<file path="src/rtl/burst_line_ctrl.sv">
// Line-wide request front end for a burst RAM: one line = BurstDataCount words, one command per line.
// Command issues the cycle after accept; reads complete one cycle after the last beat; req_ready low while busy or not idle.
module burst_line_ctrl #(
  parameter int RamAddressBitWidth = 21,
  parameter int DataBitWidth       = 64,
  parameter int BurstDataCount     = 4,
  localparam int CntBitWidth       = $clog2(BurstDataCount),
  localparam int LineBitWidth      = DataBitWidth * BurstDataCount,
  localparam int LineAddrBitWidth  = RamAddressBitWidth - CntBitWidth
) (
  input  logic                          clk,
  input  logic                          rst,
  input  logic                          req_valid,
  output logic                          req_ready,
  input  logic                          req_write,
  input  logic [LineAddrBitWidth-1:0]   req_addr,
  input  logic [LineBitWidth-1:0]       req_wr_data,
  output logic                          resp_valid,
  output logic [LineBitWidth-1:0]       resp_rd_data,
  output logic                          br_cmd,
  output logic                          br_cmd_en,
  output logic [RamAddressBitWidth-1:0] br_addr,
  output logic [DataBitWidth-1:0]       br_wr_data,
  output logic [DataBitWidth/8-1:0]     br_data_mask,
  input  logic [DataBitWidth-1:0]       br_rd_data,
  input  logic                          br_rd_data_valid,
  input  logic                          br_init_calib,
  input  logic                          br_busy
);

  typedef enum logic [2:0] {CALIB, IDLE, WR_BURST, RD_WAIT, RD_BURST} state_t;

  state_t                  state;
  logic [CntBitWidth-1:0]  word_cnt;
  logic [LineBitWidth-1:0] wr_line;
  logic [LineBitWidth-1:0] rd_line;
  logic [LineBitWidth-1:0] rd_line_next;
  logic                    accept;

  // Holding off while resp_valid is high keeps back-to-back requests a cycle apart.
  assign req_ready    = (state == IDLE) && !br_busy && br_init_calib && !resp_valid;
  assign accept       = req_valid && req_ready;
  assign br_data_mask = '0;

  always_comb begin
    rd_line_next = rd_line;
    rd_line_next[32'(word_cnt) * DataBitWidth +: DataBitWidth] = br_rd_data;
  end

  always_ff @(posedge clk or posedge rst) begin
    if (rst) begin
      state        <= CALIB;
      resp_valid   <= 1'b0;
      resp_rd_data <= '0;
      br_cmd       <= 1'b0;
      br_cmd_en    <= 1'b0;
      br_addr      <= '0;
      br_wr_data   <= '0;
      word_cnt     <= '0;
      wr_line      <= '0;
      rd_line      <= '0;
    end else begin
      resp_valid <= 1'b0;
      br_cmd_en  <= 1'b0;
      unique case (state)
        CALIB: begin
          if (br_init_calib && !br_busy) state <= IDLE;
        end
        IDLE: begin
          if (!br_init_calib) begin
            state <= CALIB;
          end else if (accept) begin
            br_cmd_en <= 1'b1;
            br_cmd    <= req_write;
            br_addr   <= {req_addr, {CntBitWidth{1'b0}}};
            word_cnt  <= '0;
            if (req_write) begin
              wr_line    <= req_wr_data;
              br_wr_data <= req_wr_data[DataBitWidth-1:0];
              word_cnt   <= CntBitWidth'(1);
              state      <= WR_BURST;
            end else begin
              state <= RD_WAIT;
            end
          end
        end
        WR_BURST: begin
          // The counter wraps to zero once the last word has gone out.
          if (word_cnt == '0) begin
            resp_valid <= 1'b1;
            state      <= IDLE;
          end else begin
            br_wr_data <= wr_line[32'(word_cnt) * DataBitWidth +: DataBitWidth];
            word_cnt   <= word_cnt + CntBitWidth'(1);
          end
        end
        RD_WAIT, RD_BURST: begin
          if (br_rd_data_valid) begin
            rd_line  <= rd_line_next;
            word_cnt <= word_cnt + CntBitWidth'(1);
            if (word_cnt == CntBitWidth'(BurstDataCount - 1)) begin
              resp_rd_data <= rd_line_next;
              resp_valid   <= 1'b1;
              state        <= IDLE;
            end else begin
              state <= RD_BURST;
            end
          end
        end
        default: state <= CALIB;
      endcase
    end
  end

endmodule

</file>
<file path="config.mk">
export PLATFORM = sky130hd
export DESIGN_NAME = burst_line_ctrl
export DESIGN_NICKNAME = d
export VERILOG_FILES = /design/src/rtl/burst_line_ctrl.sv
export SDC_FILE = /design/constraint.sdc
export NUM_CORES = 2
export LEC_CHECK = 0
export CORE_UTILIZATION = 30
export DETAILED_ROUTE_END_ITERATION = 8
export PLACE_DENSITY = 0.59
export SYNTH_ARGS = -nofsm -noshare
export SYNTH_HDL_FRONTEND = slang
export SYNTH_SLANG_ARGS = --single-unit
</file>
<file path="constraint.sdc">
create_clock -name clk -period 40.5 [get_ports clk]
set_input_delay 8.1 -clock clk [delete_from_list [all_inputs] [get_ports clk]]
set_output_delay 8.1 -clock clk [all_outputs]
set_load 0.1 [all_outputs]
</file>
Word-level counts from Yosys, hierarchy flattened:

Cells that the tools add are included.
Widths: inputs -> output; s select.

* bits of input ports: 346
* output and inout bits: 353
* flip-flop bits (word level): 859

* shifts and indexed selects: 3
* equality and inequality tests: 13
* reductions and logical operators: 19
* mux-type cells: 27
* add/sub/neg operators: 2

Operators by type and width (count)
* $bwmux 256: 1
* $mux 64: 4
* $shift 64x34->256 const A: 1
* $shiftx 256x9->64: 1
* $shiftx 64x34->256: 1
* $pmux 64 s2: 1
* $neg 8->34: 1
* $mux 3: 6
* $ne 2x2->1 const B: 7
* $pmux 3 s4: 1
* $reduce_and 5->1: 2
* $mux 1: 8
* $mux 2: 4
* $reduce_and 4->1: 2
* $eq 3x2->1 const B: 2
* $pmux 2 s3: 1
* $reduce_and 3->1: 2
* $logic_and 1x1->1: 5
* $eq 3x1->1 const B: 1
* $eq 3x3->1 const B: 1
* $logic_not 3->1: 1
* $ne 3x3->1 const B: 1
* $reduce_bool 3->1: 1
* $add 2x1->2 const B: 1
* 7 further kinds: 8

Longest topological paths before layout:

* depth in word-level cells: 8
* mapped depth: 11

Least setup slack after synthesis:

No wires, ideal clock.

* path kind: in2out
* start: in br_init_calib
* end: out req_ready
* required time: 32.400 ns
* setup slack: 21.129 ns
* arrival time: 11.271 ns
* stages on the path: 2
* cells stage by stage: inv_1 > nor4b_1

* word-level cells in the longest chain between the ends: 2

RTL lines
* start, declared: RTL line 27 `input logic br_init_calib,`
* $logic_and 1x1->1 (2 in a row): RTL line 41 `assign req_ready = (state == IDLE) && !br_busy && br_init_calib && !resp_valid;`
* end, declared: RTL line 14 `output logic req_ready,`

Every way passes these cells.

Final worst setup path:

Same ends and word-level chain as after synthesis.

==> results.cfg <==
[critical_path]
critPathTopFamily = buffers and inverters
r2r_start = word_cnt[0]
crit_end = req_ready
cpMostUsedCell = clkdlybuf4s50_1
r2r_slack_ps = 36310
cp_slowest_cell = clkdlybuf4s50_1
cp.required_ps = 32400
reg2reg_to = rd_line[248]
crit_cells = 4
rr_worst_depth = 7
path_class = in2out
crit_arrival_ps = 10300
end_kind = primary output
slowest_delay_ps = 1200
worstSetupStartpointType = primary input
cp_max_fo = 4
path_cells = clkdlybuf4s50_1 -> inv_1 -> nor4b_1 -> clkdlybuf4s50_1
critical_path_buf_inv_count = 3
cp-startpoint = br_init_calib

[detailed_routing]
drc_errors = 0
drt-total-wl_um = 116000
routed_via_density = 4.89
drt-wirelength-per-cell_um = 21.9
vias = 25800
first_pass_iters = 6
ant_nets = 0
dr.first_iter.drc_count = 1711

[cells_and_area]
register_area_um2 = 21500
post-route-util = 0.396
area_growth_pct = 30.9
multi_input_area_um2 = 14000
final_cell_mix = 857 x dfrtp_1, 684 x clkdlybuf4s50_1, 384 x mux2_2
drive_gt1_frac = 0.189
nNetsFinal = 3903
layout_commonest_cell = dfrtp_1
fillers = 11700

[timing]
fin_hold_ws_ps = 472
fmax_mhz = 54.3
min_period_ps = 18400
fin_crit_sh = 0.454
slew_headroom = 0.0735
rsz0062_at_grt = false
clock_skew_ps = 73.4
finalSetupViolations = 0
finalSetupTns_ps = 0
worst_slack_ps = 22100
worst_pin_slew_ps = 1390
hold_viol = 0
drv_slew = 0

[clocking]
cts.repair.resized = 0
cts_hold_buf = 0
htreeDepth = 3
path_clk_slew_ps = 60
clock_latency_ps = 690
cts_setup_buffers = 0
cts_tree = built
root_buffer = clkbuf_16
cts_buffers = 97
clock_path_buffers = 3
cts_sinks = 859

[synth]
synth_top_family_by_area = multiplexers
syn_inst = 3022
yosys.area_share.adder = 0.00204
synth.top_cells.by_area = dfrtp_1 58%, mux2_2 12%, a22o_1 6.1%
synth_top_cell_area_share = 0.583
syn_area_per_cell_um2 = 12.2
synth_seq_area_share = 0.583
synth-simple-area-share = 0.0837
yosysTopAreaCell = dfrtp_1
synth_compound_area_frac = 0.134
synth_xor_area_frac = 0
yosysWarnings = 0
synth.distinct_cells = 43
muxShareOfSynthArea = 0.157
ys_seq_elements = 859
syn_area_um2 = 36900

[run_status]
outcome = finished, final reports clean

[power_and_ir_drop]
combPwrFrac = 0.327
seq_power_share = 0.378
power_density_nw_per_um2 = 64.7
power_uw = 3120
pwr-share-clk = 0.295
leakage_uw = 0.0209
ir_drop_uv = 58.8
intPower_uw = 1980
netSwitchingFraction = 0.365
p_sw_uw = 1140

[grt]
grt_max_degree = 192
grt_pass1_wl_um = 175000
grt_use_total = 0.184
overflow = 0
grt_pass1_vias = 26500
antenna_found_initial = 27

[die]
start_util = 0.302
die_area_um2 = 124000
rows = 128
die_w_um = 352
ios = 699
die_y_um = 352
fp.coreArea_um2 = 122000

[place]
routabilityCongestion = 0.774
port_buffers = 688
hpwlAfterDp_um = 73700
pre_cts_ws_ps = 22120

[hold_path]
hp-class = reg2reg
hp-start = br_addr[13]

[job]
drv_cap = 0
## area by class of cell
cell class                 instances  area share
sequential                       859       0.446
timing repair buffer             723       0.149
antenna                           17    0.000882
tap                             1625      0.0422
clock buffer                     139      0.0598
multi-input combinational       1865       0.291
clock inverter                    42      0.0105
inverter                           5    0.000545
## cell usage after synthesis
cell type / count
mux2i_1: 1
o31ai_1: 3
nand4b_1: 1
a21oi_4: 1
a2bb2oi_1: 1
or2_1: 1
or3_4: 1
ha_1: 6
buf_2: 151
or4b_2: 1
mux2_2: 384
nor2b_1: 261
dfrtp_1: 859
inv_2: 1
a31oi_1: 1
nand2_1: 325
and4bb_2: 1
o21ai_0: 257
clkbuf_1: 101
a21oi_1: 259
nor3_1: 1
nor4b_1: 2
nand3b_1: 1
and2_1: 5
nor2_1: 3
inv_1: 4
a221o_1: 1
nor3b_1: 4
buf_6: 8
nor4bb_1: 1
o21ai_4: 1
nand3_1: 1
mux4_2: 64
buf_4: 23
a22o_1: 256
conb_1: 1
buf_1: 19
and4bb_1: 1
and4b_1: 1
o41ai_1: 3
or3b_2: 2
nand2b_1: 2
and3_1: 2
## power groups by stage
| stage | Combinational (uW) | Clock (uW) | Sequential [uW] |
|---|---|---|---|
| floorplan | 440 | 0 | 1490 |
| global placement | 1020 | 0 | 1190 |
| detailed placement | 1030 | 0 | 1190 |
| CTS | 1040 | 947 | 1180 |
| global route | 1080 | 978 | 1210 |
| finish | 1020 | 922 | 1180 |
## cells by family (layout without fill, tap and decap cells)
family                   Yosys count  after routing
adder cells (fa/ha/maj)            6              6
other                              1             27
AND/OR/NAND/NOR                  617            617
AO/OA/AOI/OAI                    783            783
multiplexers                     449            449
buffers and inverters            307            909
flip-flops                       859            859
## per-layer routing
layer / global-route usage / vias up / routed length, um
met2: 0.292 / 815 / 53900
met4: 0.0578 / 20 / 2900
met1: 0.241 / 13100 / 49700
li1: - / 11700 / -
met3: 0.0549 / 164 / 9140
met5: 0 / - / 126
## metrics by stage
step           instances  instance area (um2)
6_report            5275                48200
5_1_grt             5268                48200
4_1_cts             5258                48200
3_5_place_dp        5077                44800
3_3_place_gp        5077                44800
2_1_floorplan       3031                36900
## worst min-delay path, stage by stage, from the launching register on
cell     delay (ps)
dfrtp_1         340
nand2_1          50
nand2_1          50
## registers in the layout, indices dropped and copies added, names as in the netlist
register and cells:
br_wr_data 64, resp_rd_data 256, word_cnt 2, br_addr 19
wr_line 256, resp_valid 1, state 3, br_cmd 1
rd_line 256, br_cmd_en 1
## worst min path at each step
stage	to	slack (ps)	cells after the start
global route	resp_rd_data[48]	490	2
finish	br_addr[13]	470	2
detailed placement	br_addr[13]	460	2
floorplan	rd_line[124]	460	1
CTS	br_addr[13]	480	2
global placement	br_addr[9]	460	2
No activity file was read; power rests on OpenSTA's default activity.
